## src/rtl/cpu_pkg.sv

```systemverilog
// Shared CPU definitions: opcode constants, sequencer state encoding.
// Latency: n/a (constants and types only).
// Backpressure: n/a.
package cpu_pkg;

  // 4-bit opcodes carried in the top nibble of every instruction
  localparam logic [3:0] OP_ADD  = 4'b0000;
  localparam logic [3:0] OP_SUB  = 4'b0001;
  localparam logic [3:0] OP_LDI  = 4'b0010;
  localparam logic [3:0] OP_XOR  = 4'b0011;
  localparam logic [3:0] OP_AND  = 4'b0100;
  localparam logic [3:0] OP_JMP  = 4'b0110;
  localparam logic [3:0] OP_HALT = 4'b0111;
  localparam logic [3:0] OP_BEQZ = 4'b1000;
  localparam logic [3:0] OP_STR  = 4'b1001;

  // Sequencer state encoding, shared with the decoder and benches
  localparam logic [2:0] ST_IDLE   = 3'd0;
  localparam logic [2:0] ST_FETCH  = 3'd1;
  localparam logic [2:0] ST_LOAD   = 3'd2;
  localparam logic [2:0] ST_EXEC   = 3'd3;
  localparam logic [2:0] ST_HALTED = 3'd4;

  typedef enum logic [2:0] {
    IDLE   = ST_IDLE,
    FETCH  = ST_FETCH,
    LOAD   = ST_LOAD,
    EXEC   = ST_EXEC,
    HALTED = ST_HALTED
  } state_e;

endpackage

```

## src/rtl/fetch_sequencer_if.sv

```systemverilog
// Bus bundle between fetch_sequencer, instruction memory, decoder and datapath.
// Latency: n/a (wires only). Backpressure: stall from the datapath holds EXEC.
// Ports: master = sequencer side (drives imem_addr/instr/opcode/ir_valid/pc/halted/retired),
//        slave = environment side (drives run/imem_rdata/stall/ldpc/target/halt).
interface fetch_sequencer_if #(
  parameter int PC_W    = 8,
  parameter int INSTR_W = 16,
  parameter int CNT_W   = 16
) ();
  logic               run;
  logic [PC_W-1:0]    imem_addr;
  logic [INSTR_W-1:0] imem_rdata;
  logic [INSTR_W-1:0] instr;
  logic [3:0]         opcode;
  logic               ir_valid;
  logic               stall;
  logic               ldpc;
  logic [PC_W-1:0]    target;
  logic               halt;
  logic [PC_W-1:0]    pc;
  logic               halted;
  logic [CNT_W-1:0]   retired;

  modport master (
    input  run, imem_rdata, stall, ldpc, target, halt,
    output imem_addr, instr, opcode, ir_valid, pc, halted, retired
  );

  modport slave (
    output run, imem_rdata, stall, ldpc, target, halt,
    input  imem_addr, instr, opcode, ir_valid, pc, halted, retired
  );
endinterface

```

## src/rtl/pc_unit.sv

```systemverilog
// Program counter register with load/increment mux; increment wraps at 2^PC_W.
// Latency: new PC visible the cycle after inc/load. Backpressure: none (caller gates inc/load).
// Ports: clk, rst (async active-high), inc, load, target -> pc.
module pc_unit
  import cpu_pkg::*;
#(
  parameter int PC_W = 8
) (
  input  logic            clk,
  input  logic            rst,
  input  logic            inc,
  input  logic            load,
  input  logic [PC_W-1:0] target,
  output logic [PC_W-1:0] pc
);

  // load wins over inc; the FSM never asserts both, but the order is explicit
  always_ff @(posedge clk or posedge rst) begin
    if (rst) begin
      pc <= '0;
    end else if (load) begin
      pc <= target;
    end else if (inc) begin
      pc <= pc + 1'b1;
    end
  end

endmodule

```

## src/rtl/fetch_sequencer.sv

```systemverilog
// Instruction fetch/issue sequencer: owns PC, latches IR, strobes ir_valid for execute.
// Latency: 3 cycles per instruction (FETCH, LOAD, EXEC) plus one per stall cycle.
// Backpressure: stall holds EXEC with ir_valid high and no PC/counter change.
// Ports: clk, rst (async active-high), bus (fetch_sequencer_if.master).
module fetch_sequencer
  import cpu_pkg::*;
#(
  parameter int PC_W    = 8,
  parameter int INSTR_W = 16,
  parameter int CNT_W   = 16
) (
  input  logic               clk,
  input  logic               rst,
  fetch_sequencer_if.master  bus
);

  state_e             state;
  state_e             state_nxt;
  logic               pc_inc;
  logic               pc_load;
  logic               ir_load;
  logic               ret_inc;
  logic [PC_W-1:0]    pc;
  logic [INSTR_W-1:0] ir;
  logic [CNT_W-1:0]   ret;

  always_ff @(posedge clk or posedge rst) begin
    if (rst) begin
      state <= IDLE;
    end else begin
      state <= state_nxt;
    end
  end

  // halt > ldpc > increment; ldpc/halt only matter on an unstalled EXEC exit
  always_comb begin
    state_nxt = state;
    pc_inc    = 1'b0;
    pc_load   = 1'b0;
    ir_load   = 1'b0;
    ret_inc   = 1'b0;
    case (state)
      IDLE: begin
        if (bus.run) state_nxt = FETCH;
      end
      FETCH: begin
        state_nxt = LOAD;
      end
      LOAD: begin
        ir_load   = 1'b1;
        state_nxt = EXEC;
      end
      EXEC: begin
        if (!bus.stall) begin
          if (bus.halt) begin
            // pc keeps addressing the HALT instruction
            state_nxt = HALTED;
          end else begin
            ret_inc   = 1'b1;
            pc_load   = bus.ldpc;
            pc_inc    = !bus.ldpc;
            state_nxt = FETCH;
          end
        end
      end
      HALTED: begin
        // resume skips past the HALT instruction
        if (bus.run) begin
          pc_inc    = 1'b1;
          state_nxt = FETCH;
        end
      end
      default: state_nxt = IDLE;
    endcase
  end

  pc_unit #(.PC_W(PC_W)) u_pc (
    .clk    (clk),
    .rst    (rst),
    .inc    (pc_inc),
    .load   (pc_load),
    .target (bus.target),
    .pc     (pc)
  );

  // memory data is valid in LOAD, one cycle after FETCH presented the address
  always_ff @(posedge clk or posedge rst) begin
    if (rst) begin
      ir <= '0;
    end else if (ir_load) begin
      ir <= bus.imem_rdata;
    end
  end

  // retired counter saturates at all-ones
  always_ff @(posedge clk or posedge rst) begin
    if (rst) begin
      ret <= '0;
    end else if (ret_inc && (ret != '1)) begin
      ret <= ret + 1'b1;
    end
  end

  // ir_valid/halted decode straight from state so an async reset drops them at once
  assign bus.imem_addr = pc;
  assign bus.pc        = pc;
  assign bus.instr     = ir;
  assign bus.opcode    = ir[INSTR_W-1 -: 4];
  assign bus.ir_valid  = (state == EXEC);
  assign bus.halted    = (state == HALTED);
  assign bus.retired   = ret;

endmodule

```

## src/flat_wrapper.sv

```systemverilog
// flat-port wrapper written by rule: the top's interface ports become plain ports
module fetch_sequencer_flat import cpu_pkg::*;
#(
  parameter int PC_W    = 8,
  parameter int INSTR_W = 16,
  parameter int CNT_W   = 16
)
  (clk, rst, bus_run, bus_imem_rdata, bus_stall, bus_ldpc, bus_target, bus_halt, bus_imem_addr, bus_instr, bus_opcode, bus_ir_valid, bus_pc, bus_halted, bus_retired);
  fetch_sequencer_if #(.PC_W(PC_W), .INSTR_W(INSTR_W), .CNT_W(CNT_W)) bus_i ();
  input  logic clk;
  input  logic rst;
  input wire logic [$bits(bus_i.run)-1:0] bus_run;
  input wire logic [$bits(bus_i.imem_rdata)-1:0] bus_imem_rdata;
  input wire logic [$bits(bus_i.stall)-1:0] bus_stall;
  input wire logic [$bits(bus_i.ldpc)-1:0] bus_ldpc;
  input wire logic [$bits(bus_i.target)-1:0] bus_target;
  input wire logic [$bits(bus_i.halt)-1:0] bus_halt;
  output wire logic [$bits(bus_i.imem_addr)-1:0] bus_imem_addr;
  output wire logic [$bits(bus_i.instr)-1:0] bus_instr;
  output wire logic [$bits(bus_i.opcode)-1:0] bus_opcode;
  output wire logic [$bits(bus_i.ir_valid)-1:0] bus_ir_valid;
  output wire logic [$bits(bus_i.pc)-1:0] bus_pc;
  output wire logic [$bits(bus_i.halted)-1:0] bus_halted;
  output wire logic [$bits(bus_i.retired)-1:0] bus_retired;
  assign bus_i.run = bus_run;
  assign bus_i.imem_rdata = bus_imem_rdata;
  assign bus_i.stall = bus_stall;
  assign bus_i.ldpc = bus_ldpc;
  assign bus_i.target = bus_target;
  assign bus_i.halt = bus_halt;
  assign bus_imem_addr = bus_i.imem_addr;
  assign bus_instr = bus_i.instr;
  assign bus_opcode = bus_i.opcode;
  assign bus_ir_valid = bus_i.ir_valid;
  assign bus_pc = bus_i.pc;
  assign bus_halted = bus_i.halted;
  assign bus_retired = bus_i.retired;
  fetch_sequencer #(.PC_W(PC_W), .INSTR_W(INSTR_W), .CNT_W(CNT_W)) u_core (.clk(clk), .rst(rst), .bus(bus_i));
endmodule
```

## config.mk

```make
export PLATFORM = sky130hd
export DESIGN_NAME = fetch_sequencer_flat
export DESIGN_NICKNAME = d
export VERILOG_FILES = /design/src/rtl/cpu_pkg.sv /design/src/rtl/fetch_sequencer_if.sv /design/src/rtl/pc_unit.sv /design/src/rtl/fetch_sequencer.sv /design/src/flat_wrapper.sv
export SDC_FILE = /design/constraint.sdc
export NUM_CORES = 1
export LEC_CHECK = 0
export ABC_AREA = 1
export CORE_MARGIN = 4
export CORE_UTILIZATION = 30
export CTS_CLUSTER_SIZE = 24
export DETAILED_ROUTE_END_ITERATION = 6
export PLACE_DENSITY = 0.6
export SETUP_SLACK_MARGIN = 0.1
export SYNTH_ARGS = -nofsm -noshare
export SYNTH_HDL_FRONTEND = slang
export SYNTH_SLANG_ARGS = --single-unit
```

## constraint.sdc

```tcl
create_clock -name clk -period 1.42 [get_ports clk]
set_clock_uncertainty 0.1 [all_clocks]
set_input_delay 0.213 -clock clk [delete_from_list [all_inputs] [get_ports clk]]
set_output_delay 0.213 -clock clk [all_outputs]
set_load 0.01 [all_outputs]
```

* Yosys cells after proc, flatten, opt, wreduce, memory -nomap -nowiden
Index checks and enable logic that the tools add are counted.
** Storage, ports and cells
- Bits in registers :: 43
- Input bits :: 30
- Output and inout bits :: 54
- Logic and storage cells :: 36
** Operators by class
- Add/subtract/negate cells :: 2
- Equality and inequality tests :: 7
- Mux-type cells :: 17
- Reduce and logical (&&, ||, !) cells :: 6
** Operators with widths (count)
- 16-bit by 1-bit adder with 16-bit output (second input constant) :: 1
- 8-bit two-way mux :: 2
- 16-bit != test (second input constant) :: 1
- 3-bit case mux with 4 select lines :: 1
- 1-bit two-way mux :: 10
- 3-bit two-way mux :: 3
- 8-bit by 1-bit adder with 8-bit output (second input constant) :: 1
- 3-bit by 2-bit == test with 1-bit output (second input constant) :: 2
- 3-bit by 1-bit == test with 1-bit output (second input constant) :: 1
- 3-bit == test (second input constant) :: 1
- 3-bit zero test :: 1
- 2-bit by 1-bit != test with 1-bit output (second input constant) :: 1
- 2-bit != test (second input constant) :: 1
- 1-bit case mux with 2 select lines :: 1
- 2-bit AND reduction :: 1
- 2-bit nonzero test :: 1
- 2-bit OR reduction :: 1
- 1-bit logical AND :: 1
- 1-bit zero test :: 1

* Depth between registers and ports, before layout
Gate-level depths: netlist of the first run.
- Depth after elaboration :: 6
- Depth in mapped cells :: 9
- Gate-level depth less buffers :: 9

* Cells and area by module
From an unflattened synthesis of the first run, not the netlist that was laid out.
** Unflattened totals
- Cell total of the unflattened synthesis :: 317
- Area total of the unflattened synthesis :: 2476.1 um2
** Modules (own cells, without submodules)
- fetch_sequencer :: times used 1, cells each 253, area each 1985.7 um2, seq. area each 875.8 um2
- pc_unit :: times used 1, cells each 64, area each 490.5 um2, seq. area each 200.2 um2

* Worst setup path after synthesis of the first run
OpenSTA, ideal clock, no wires.
- Kind :: register -> register
- Start :: register u_core.ret[0], in the netlist u_core.bus.retired[0]
- End :: register u_core.ret[12], in the netlist u_core.bus.retired[12]
- Setup time :: 0.065 ns
- Data arrival time :: 1.382 ns
- Data required time :: 1.255 ns
- Path slack :: -0.127 ns
- Cell stages (with the launch flop) :: 10
- Buffers on the path :: 1
- Period minus slack after synthesis :: 1.547 ns
- Path through :: dfrtp_1 -> ha_1 -> nand3_2 -> inv_2 -> nand2_2 -> nor2_1 -> nor2_2 -> buf_6 -> nand3_1 -> nand2_1
** On the way
- Longest elaborated chain between the ends :: 2
- Elaborated cells between the ends (all ways) :: 3
- Those cells by class :: 1 x add/sub; 1 x eq/ne; 1 x reduce/logical
** Ends and longest elaborated chain
- from (decl) :: line fetch_sequencer.sv:25 : logic [CNT_W-1:0] ret;
- from (signal assigned) :: line fetch_sequencer.sv:100 : ret <= ret + 1'b1;
- parallel branches: the longest is 2 deep, another holds 16-bit by 1-bit adder with 16-bit output
Parallel ways; which one is timed is not known.
A chain may end at the register's enable or synchronous reset.

* Final worst setup path of the first run
- Start :: register u_core.state[0]
- End :: register u_core.u_pc.pc[2]
** On the way
- Longest elaborated chain between the ends :: 3
- Elaborated cells between the ends (all ways) :: 6
- Those cells by class :: 2 x eq/ne; 3 x mux; 1 x reduce/logical
** Ends and longest elaborated chain
- from (decl) :: line fetch_sequencer.sv:17 : state_e state;
- from (signal assigned) :: line fetch_sequencer.sv:31 : state <= state_nxt;
- 3-bit == test or 3-bit by 2-bit == test with 1-bit output (tied branches) :: line fetch_sequencer.sv:42 : case (state)
- 1-bit case mux with 2 select lines or 1-bit two-way mux (tied branches) :: line fetch_sequencer.sv:42
- 2-bit nonzero test (no source line) or 8-bit two-way mux (tied branches)
- to (signal assigned) :: line pc_unit.sv:22 : pc <= target;
- to (signal assigned) :: line pc_unit.sv:24 : pc <= pc + 1'b1;
- to (decl) :: line pc_unit.sv:14 : output logic [PC_W-1:0] pc
Several ways; a longest one is shown, not always the timed one.

==> flow_summary.json, run 1 <==
{
  "run_status": "complete, but fails checks",
  "violations": "negative setup slack",
  "max-clock-path-buffers": 2,
  "first_global_vias": 2498,
  "final_antenna_net_count": 0,
  "slowest_stage": "sky130_fd_sc_hd__dfrtp_1",
  "power_uw": 6540,
  "grt_antenna_before_repair": 0,
  "synth_warnings": 0,
  "grt.total_usage_pct": 15.5,
  "mostFrequentLayoutCells": "sky130_fd_sc_hd__nand2_1, sky130_fd_sc_hd__buf_4, sky130_fd_sc_hd__dfrtp_1",
  "timing_worst_slew_pin_value_ns": 0.245,
  "synth-seq-cells": 43,
  "critPathKind": "flop to flop",
  "first_pass_iters": 4,
  "timing.critical_path.required_ns": 1.51,
  "hpwl_reported_at_the_end_of_detailed_placement_mm": 4.54,
  "place_inst": 492,
  "synthesized_net_count": 318,
  "grt_max_degree": 44,
  "crit_path_max_incr_delay_ns": 0.41,
  "die_area_um2": 9420,
  "layout_commonest_cell": "sky130_fd_sc_hd__nand2_1",
  "leakage_uw": 0.00203,
  "power_per_cell_area_nw_per_um2": 1560,
  "maxCapViolCount": 0,
  "nFillCells": 695,
  "io-pin-count": 84,
  "finalWeightedCongestion": 0.867,
  "grt_setup_unrepaired": "true",
  "worst_ir_drop_vdd_mv": 0.946,
  "fp.dieH_um": 97.1,
  "numPortBuffers": 83,
  "setup-violations-final": 22,
  "tritoncts_clock_tree": "done",
  "cts.reportedPaths.clkPinSlew_ns": 0.09,
  "detailedRoute.firstIterationViolations": 45,
  "synth_area_leader_cell": "sky130_fd_sc_hd__dfrtp_1",
  "root_buffer": "sky130_fd_sc_hd__clkbuf_8",
  "synth_top_area_share_pct": 45.2,
  "cts_htree_levels": 2,
  "detail_route.drc_violations": 0,
  "timing.critical_path.arrival_ns": 1.62,
  "post-route-worst-setup-slack_ns": -0.105,
  "globalRoute.totalOverflow": 0,
  "clock_insertion_delay_worst_skew_ns": 0.30,
  "dpl_cell_area_um2": 3540,
  "grt_first_pass_wirelength_mm": 12.2,
  "post-route-period-util_pct": 107,
  "starting_utilization_of_the_core_area_pct": 30.8,
  "tritoncts_sink_count": 43,
  "time_the_final_worst_path_needs_with_i_o_delays_and_setup_ns": 1.53,
  "fmaxAchievable_ghz": 0.656,
  "drt-vias-per-instance": 4.53,
  "cts_made_buffers": 5,
  "worst_setup_path_end_kind": "flop",
  "relSlewSlack_pct": 83.6,
  "core_um2": 7730,
  "postLayoutCellArea_um2": 4190,
  "final.setup.tns_ns": -0.924,
  "fraction_of_the_yosys_area_taken_by_sequential_cells_pct": 45.2,
  "cp_cell_sequence": "nand2_2 -> nor2_4 -> buf_6 -> nand3_4 -> buf_6 -> o211ai_1 -> nand2_1",
  "synth.cell_area_um2": 2380,
  "synthTopCellsByArea": "sky130_fd_sc_hd__dfrtp_1, sky130_fd_sc_hd__nand2_1, sky130_fd_sc_hd__mux2_2",
  "yosys.cell_types.count": 27,
  "vias": 2408,
  "critical-path-top-cell-by-count": "sky130_fd_sc_hd__buf_6",
  "critical_path_buf_inv_count": 2,
  "fin_worst_hold_slack_ns": 0.156,
  "finalMaxSlewViolations": 0,
  "hp-class": "input pin to async pin",
  "flow.area_growth_from_synthesis_pct": 76.2,
  "synthCells": 286,
  "final_layout_size_suffix_gt1_share_pct": 44.9,
  "worstSetupStartpointType": "flop",
  "timing.critical_path.fanout_max": 7,
  "critPathTopFamily": "simple AND/OR/NAND/NOR gates",
  "final_cell_count_no_fill": 532,
  "hold_viol": 0,
  "die_x_um": 97.1,
  "routedWlPerCell_um": 13.5,
  "antenna_cells": 0,
  "postSynthAreaPerCell_um2": 8.32,
  "layout.nets": 461,
  "placement_rows": 32,
  "routed_wirelength_mm": 7.18
}
[cell type report]
class                      count  area [um^2]  share of cell area (%)
multi-input combinational    200         1340                    31.8
clock inverter                 2         60.1                    1.43
tap                          102          128                    3.04
timing repair buffer         151         1410                    33.5
clock buffer                   6         72.6                    1.73
inverter                      28          113                    2.68
sequential                    43         1080                    25.8
[metrics by stage]
step           utilization [%]  setup slack [ns]
2_1_floorplan                -           -0.0552
3_3_place_gp              45.8            -0.235
3_5_place_dp              45.8            -0.246
4_1_cts                   51.4           -0.0879
5_1_grt                   54.3            -0.205
6_report                  54.3            -0.105
[registers in the layout, summed over array words and instances, names as in the netlist]
name	cells
u_core.bus.instr	16
u_core.bus.retired	16
u_core.state	3
u_core.u_pc.pc	8
[worst min-delay path: stages]
cell                              delay (ns)
sky130_fd_sc_hd__clkdlybuf4s50_1        0.41
sky130_fd_sc_hd__inv_2                  0.07
sky130_fd_sc_hd__buf_12                 0.23
[synthesized netlist by cell type]
library cell	instances
sky130_fd_sc_hd__nand4_1	5
sky130_fd_sc_hd__o211ai_1	2
sky130_fd_sc_hd__or2_2	1
sky130_fd_sc_hd__nand2_2	7
sky130_fd_sc_hd__nor2_2	4
sky130_fd_sc_hd__mux2_2	16
sky130_fd_sc_hd__buf_6	2
sky130_fd_sc_hd__inv_1	27
sky130_fd_sc_hd__ha_1	2
sky130_fd_sc_hd__xor2_1	2
sky130_fd_sc_hd__a21boi_0	1
sky130_fd_sc_hd__o21ai_2	2
sky130_fd_sc_hd__nor2_4	2
sky130_fd_sc_hd__buf_2	1
sky130_fd_sc_hd__buf_4	13
sky130_fd_sc_hd__inv_2	1
sky130_fd_sc_hd__a21oi_1	2
sky130_fd_sc_hd__nand3b_1	1
sky130_fd_sc_hd__o21ai_4	1
sky130_fd_sc_hd__o21ai_0	15
sky130_fd_sc_hd__nand3_1	19
sky130_fd_sc_hd__dfrtp_1	43
sky130_fd_sc_hd__nand2_1	87
sky130_fd_sc_hd__o21ai_1	2
sky130_fd_sc_hd__xnor2_1	6
sky130_fd_sc_hd__nand3_2	1
sky130_fd_sc_hd__nor2_1	21
[timing repair]
item,CTS,global route
buffers inserted,26,11
setup endpoints to repair,94,73
hold buffers,0,0
resized for setup,183,77
gates cloned,3,0
pin swaps,12,20
[routing by layer]
layer / vias up / track usage, % / share of wire (%)
li1: 1194 / - / -
met1: 1120 / 20.4 / 45
met2: 83 / 26.2 / 48
met3: 11 / 3.16 / 5.4
met4: 0 / 3.78 / 1.9
met5: - / 0 / 0
[report_power, final]
group / total, uW / internal [uW] / switching (uW) / leakage [uW]
clock: 1130 / 703 / 425 / 0.0000654
sequential: 2000 / 1670 / 323 / 0.000540
combinational: 3420 / 1830 / 1590 / 0.00142
[logic make-up after synthesis]
kind of cell,count (synthesis),share of synthesized area [%]
compound gates,25,6.36
xor+xnor,8,2.94
fa+ha+maj,2,1.05
buf+inv,44,9.67
flops,43,45.2
mux,16,7.57
simple gates,148,27.2
[path summary, 6_finish.rpt]
kind | startpoint | end | slack [ns] | cells after the start
setup reg to reg | u_core.state[0]$_DFFE_PP0P_ | u_core.u_pc.pc[2]$_DFFE_PP0P_ | -0.11 | 7
setup / recovery | u_core.state[0]$_DFFE_PP0P_ | u_core.u_pc.pc[2]$_DFFE_PP0P_ | -0.11 | 7
max in group asynchronous | rst | u_core.bus.retired[2]$_DFFE_PP0P_ | 0.83 | 3
min in group clk | u_core.bus.instr[1]$_DFFE_PP0N_ | u_core.bus.instr[1]$_DFFE_PP0N_ | 0.40 | 1
hold reg to reg | u_core.bus.instr[1]$_DFFE_PP0N_ | u_core.bus.instr[1]$_DFFE_PP0N_ | 0.40 | 1
hold / removal | rst | u_core.bus.instr[8]$_DFFE_PP0N_ | 0.16 | 3
Power figures use the tool's default switching activity.
==> run 2: changes to the inputs <==
- RECOVER_POWER: not set -> 100
==> run 2 against run 1 <==
- the flow still finishes with violations (negative setup slack)
- utilization fell by 0.16 points
- via count barely moved
- cell area fell by 0.30%
- non-clock buffer count did not move
- critical path type unchanged
- critical endpoint unchanged
==> flow_summary.json, run 2 (synthesized netlist as in run 1, its figures left out) <==
{
  "detailedRoute.firstIterationViolations": 56,
  "power_per_cell_area_nw_per_um2": 1560,
  "root_buffer": "sky130_fd_sc_hd__clkbuf_8",
  "vias": 2406,
  "gr-usage-met2_pct": 26.2,
  "core_um2": 7730,
  "tritoncts_clock_tree": "done",
  "die_x_um": 97.1,
  "run_status": "complete, but fails checks",
  "routed_wirelength_mm": 7.18,
  "final.setup.tns_ns": -0.908,
  "layout_commonest_cell": "sky130_fd_sc_hd__nand2_1",
  "clock_insertion_delay_worst_skew_ns": 0.30,
  "flow.area_growth_from_synthesis_pct": 75.7,
  "antenna_cells": 0,
  "first_global_vias": 2498,
  "layout.nets": 461,
  "grt_first_pass_wirelength_mm": 12.2,
  "starting_utilization_of_the_core_area_pct": 30.8,
  "detail_route.drc_violations": 0,
  "leakage_uw": 0.00202,
  "drt-vias-per-instance": 4.52,
  "grt_setup_unrepaired": "true",
  "fp.dieH_um": 97.1,
  "numPortBuffers": 83,
  "routedWlPerCell_um": 13.5,
  "hpwl_reported_at_the_end_of_detailed_placement_mm": 4.54,
  "setup-violations-final": 22,
  "final_layout_size_suffix_gt1_share_pct": 44.7,
  "grt_antenna_before_repair": 0,
  "timing.critical_path.fanout_max": 7,
  "grt_max_degree": 44,
  "maxCapViolCount": 0,
  "critical-path-top-cell-by-count": "sky130_fd_sc_hd__buf_6",
  "final_antenna_net_count": 0,
  "max-clock-path-buffers": 2,
  "nFillCells": 697,
  "slowest_stage": "sky130_fd_sc_hd__dfrtp_1",
  "grt.total_usage_pct": 15.5,
  "cts.reportedPaths.clkPinSlew_ns": 0.09,
  "time_the_final_worst_path_needs_with_i_o_delays_and_setup_ns": 1.52,
  "placement_rows": 32,
  "finalWeightedCongestion": 0.867,
  "timing.critical_path.required_ns": 1.51,
  "layout.area.seq_um2": 1080,
  "die_area_um2": 9420,
  "first_pass_iters": 4,
  "worst_setup_path_end_kind": "flop",
  "worst_ir_drop_vdd_mv": 0.946,
  "fmaxAchievable_ghz": 0.657,
  "relSlewSlack_pct": 59.7,
  "met3_usage_pct": 3.16,
  "cts_htree_levels": 2,
  "mostFrequentLayoutCells": "sky130_fd_sc_hd__nand2_1, sky130_fd_sc_hd__buf_4, sky130_fd_sc_hd__dfrtp_1",
  "global_route.peak_usage_layer": "met2",
  "groute.layer.met1.usage_pct": 20.4,
  "cp_cell_sequence": "nand2_2 -> nor2_4 -> buf_6 -> nand3_4 -> buf_6 -> o211ai_1 -> nand2_1",
  "globalRoute.totalOverflow": 0,
  "worstSetupStartpointType": "flop",
  "timing_worst_slew_pin_value_ns": 0.605,
  "timing.critical_path.arrival_ns": 1.62,
  "finalMaxSlewViolations": 0,
  "hold_viol": 0,
  "violations": "negative setup slack",
  "post-route-period-util_pct": 107,
  "multi_input_area_um2": 1340,
  "power_uw": 6540,
  "post-route-worst-setup-slack_ns": -0.103,
  "tritoncts_sink_count": 43,
  "cts_made_buffers": 5,
  "number_of_hold_repair_buffers_added_at_the_cts_stage": 0,
  "io-pin-count": 84,
  "crit_path_max_incr_delay_ns": 0.41,
  "critPathKind": "flop to flop",
  "hp-class": "flop to flop",
  "pre_cts_worst_setup_slack_ns": -0.246
}
==> run 2: layout make-up <==
cell class	instances	share of cell area [%]
clock buffers	6	1.74
clock inverters	2	1.44
inverters	28	2.69
multi-input cells	200	31.9
flip-flops and latches	43	25.9
well taps	102	3.05
repair buffers	151	33.3
==> run 2: through the flow <==
stage	cell area (um^2)	cells	util, %	hold slack [ns]
final	4180	532	54.1	0.400
after global routing	4180	532	54.1	0.411
after CTS	3970	524	51.4	0.166
after detailed placement	3540	492	45.8	0.391
after global placement	3540	492	45.8	0.387
after floorplan	2410	286	-	0.246
==> run 2: metal layers <==
metal | up-vias | wire [um]
li1 | 1193 | -
met1 | 1115 | 3240
met2 | 87 | 3420
met3 | 11 | 388
met4 | 0 | 137
met5 | - | 0
==> run 2: what timing repair did <==
action,CTS,global route
endpoints found under the hold margin,0,0
buffers inserted,26,11
resized for setup,183,77
cloned,3,0
pin swaps,12,20
setup endpoints to repair,94,73
==> run 2: worst max-delay path: cells and delay by family, from the launching register on <==
family                 cells  cell delay (ns)
buffers and inverters      2             0.30
DFF                        1             0.41
and+or+nand+nor            4             0.44
AOI/OAI and AO/OA          1             0.16
==> run 2: final timing paths <==
check	start	to	slack (ns)	depth (start not counted)
min in group asynchronous	rst	u_core.bus.instr[8]$_DFFE_PP0N_	0.44	3
worst max-delay path	u_core.state[0]$_DFFE_PP0P_	u_core.u_pc.pc[2]$_DFFE_PP0P_	-0.10	7
worst min register to register	u_core.bus.instr[1]$_DFFE_PP0N_	u_core.bus.instr[1]$_DFFE_PP0N_	0.40	1
worst min-delay path	u_core.bus.instr[1]$_DFFE_PP0N_	u_core.bus.instr[1]$_DFFE_PP0N_	0.40	1
worst max register to register	u_core.state[0]$_DFFE_PP0P_	u_core.u_pc.pc[2]$_DFFE_PP0P_	-0.10	7
max in group asynchronous	rst	u_core.bus.retired[2]$_DFFE_PP0P_	0.34	3
==> run 2: report_power, final <==
part | switching [uW] | leakage (uW) | total (uW) | internal [uW]
registers | 325 | 0.000540 | 2000 | 1670
clock network | 425 | 0.0000654 | 1130 | 703
logic | 1590 | 0.00142 | 3410 | 1820
total | 2340 | 0.00202 | 6540 | 4200
==> run 3: changes to the inputs <==
- CORE_ASPECT_RATIO: not set -> 1.2
==> run 3 against run 2 <==
- the run still ends with negative setup slack left
- clock power down 27%
- global-route usage down 0.65 points
- sequential share of layout area up 0.59 points
- via count up 0.37%
- first-iteration DRC count up 43%
- wire length down 1.6%
==> flow_summary.json, run 3 (synthesized netlist as in run 1, its figures left out) <==
{
  "routed_wirelength_mm": 7.07,
  "detail_route.drc_violations": 0,
  "cts_made_buffers": 5,
  "min_from": "u_core.bus.instr[4]$_DFFE_PP0N_",
  "grt.total_usage_pct": 14.9,
  "place_inst": 481,
  "worst_ir_drop_vdd_mv": 0.881,
  "layout_commonest_cell": "sky130_fd_sc_hd__nand2_1",
  "timing.critical_path.arrival_ns": 1.63,
  "hpwl_reported_at_the_end_of_detailed_placement_mm": 4.56,
  "drt-vias-per-instance": 4.64,
  "max-clock-path-buffers": 2,
  "detailedRoute.firstIterationViolations": 80,
  "power_per_cell_area_nw_per_um2": 1520,
  "cts_htree_levels": 2,
  "grt_antenna_before_repair": 0,
  "placement_rows": 35,
  "die_area_um2": 9430,
  "first_pass_iters": 4,
  "violations": "negative setup slack",
  "grt_first_pass_wirelength_mm": 11.1,
  "post-route-worst-setup-slack_ns": -0.0718,
  "globalRoute.totalOverflow": 0,
  "hp-class": "flop to flop",
  "die_x_um": 89.3,
  "critical_path.startpoint": "u_core.bus.retired[0]$_DFFE_PP0P_",
  "timing_worst_slew_pin_value_ns": 0.611,
  "critPathKind": "flop to flop",
  "worstSetupStartpointType": "flop",
  "setup-violations-final": 20,
  "flow.area_growth_from_synthesis_pct": 71.8,
  "grt_max_degree": 44,
  "fmaxAchievable_ghz": 0.670,
  "routedWlPerCell_um": 13.6,
  "cts.reportedPaths.clkPinSlew_ns": 0.09,
  "vias": 2415,
  "clock_insertion_delay_worst_skew_ns": 0.30,
  "grt_setup_unrepaired": "true",
  "root_buffer": "sky130_fd_sc_hd__clkbuf_8",
  "tritoncts_sink_count": 43,
  "relSlewSlack_pct": 59.3,
  "post-route-period-util_pct": 105,
  "first_global_vias": 2422,
  "finalWeightedCongestion": 0.825,
  "hold_viol": 0,
  "timing.critical_path.required_ns": 1.56,
  "io-pin-count": 84,
  "starting_utilization_of_the_core_area_pct": 30.9,
  "numPortBuffers": 83,
  "timing.critical_path.fanout_max": 7,
  "tritoncts_clock_tree": "done",
  "worst_setup_path_end_kind": "flop",
  "number_of_hold_repair_buffers_added_at_the_cts_stage": 0,
  "final_cell_count_no_fill": 521,
  "antenna_cells": 0,
  "crit-reg2reg-launch": "u_core.bus.retired[0]$_DFFE_PP0P_",
  "final_layout_size_suffix_gt1_share_pct": 42.4,
  "core_um2": 7710,
  "fp.dieH_um": 106,
  "final_antenna_net_count": 0,
  "time_the_final_worst_path_needs_with_i_o_delays_and_setup_ns": 1.49,
  "layout.nets": 460,
  "fin_worst_hold_slack_ns": 0.407,
  "finalMaxSlewViolations": 0,
  "leakage_uw": 0.00191,
  "run_status": "complete, but fails checks",
  "mostFrequentLayoutCells": "sky130_fd_sc_hd__nand2_1, sky130_fd_sc_hd__buf_4, sky130_fd_sc_hd__dfrtp_1",
  "maxCapViolCount": 0
}
[run 3: what timing repair did]
| item | 4_1_cts | 5_1_grt |
|---|---|---|
| pin swaps | 24 | 18 |
| resized for setup | 186 | 80 |
| endpoints found under the setup margin | 94 | 82 |
| setup buffers | 22 | 11 |
| gates cloned | 2 | 1 |
[run 3: area by class of cell]
cell class | count | area [um^2]
Clock buffer | 5 | 68.8
Clock inverter | 3 | 23.8
Fill cell | 715 | 3620
Inverter | 28 | 113
Multi-Input combinational cell | 200 | 1360
Sequential cell | 43 | 1080
Tap cell | 92 | 115
Timing Repair Buffer | 150 | 1330
[run 3: metal layers]
layer	wire length, um	up-vias	part of all wire (%)	GRT usage, %
met5	0	-	0	0
met4	114	0	1.6	5.00
met3	473	12	6.7	3.60
met2	3500	77	49	24.6
met1	2980	1142	42	18.6
li1	-	1184	-	-
[run 3: final timing paths]
| check | end | slack, ns | cells after the start |
|---|---|---|---|
| worst max-delay path | u_core.bus.retired[10]$_DFFE_PP0P_ | -0.07 | 9 |
| worst min-delay path | u_core.bus.instr[4]$_DFFE_PP0N_ | 0.41 | 1 |
| worst max register to register | u_core.bus.retired[10]$_DFFE_PP0P_ | -0.07 | 9 |
| worst min register to register | u_core.bus.instr[4]$_DFFE_PP0N_ | 0.41 | 1 |
| max in group asynchronous | u_core.u_pc.pc[0]$_DFFE_PP0P_ | 0.32 | 3 |
| min in group asynchronous | u_core.bus.instr[8]$_DFFE_PP0N_ | 0.44 | 3 |
[run 3: power breakdown]
group / internal (uW) / switching (uW)
Sequential: 1670 / 299
Combinational: 1840 / 1590
Clock: 352 / 469
[run 3: critical path, cell delays in order, from the launching register on]
cell and delay, ns:
sky130_fd_sc_hd__dfrtp_1 0.42, sky130_fd_sc_hd__ha_4 0.18, sky130_fd_sc_hd__nand3_4 0.07, sky130_fd_sc_hd__inv_2 0.05, sky130_fd_sc_hd__nand2_4 0.09, sky130_fd_sc_hd__nor2_4 0.04, sky130_fd_sc_hd__nor2_4 0.18, sky130_fd_sc_hd__buf_12 0.15
sky130_fd_sc_hd__nand2_1 0.08, sky130_fd_sc_hd__nand2_2 0.08
[run 3: metrics by stage]
stage	TNS [ns]	setup slack (ns)	instance area [um^2]	util (%)	total power, uW
final	-0.839	-0.0718	4090	53.1	6220
after global routing	-3.22	-0.146	4090	53.1	6690
after CTS	-0.598	-0.0583	3920	50.8	6070
after detailed placement	-5.78	-0.261	3520	45.6	5010
after global placement	-5.05	-0.244	3520	45.6	4960
after floorplan	-0.550	-0.0552	2410	-	3570
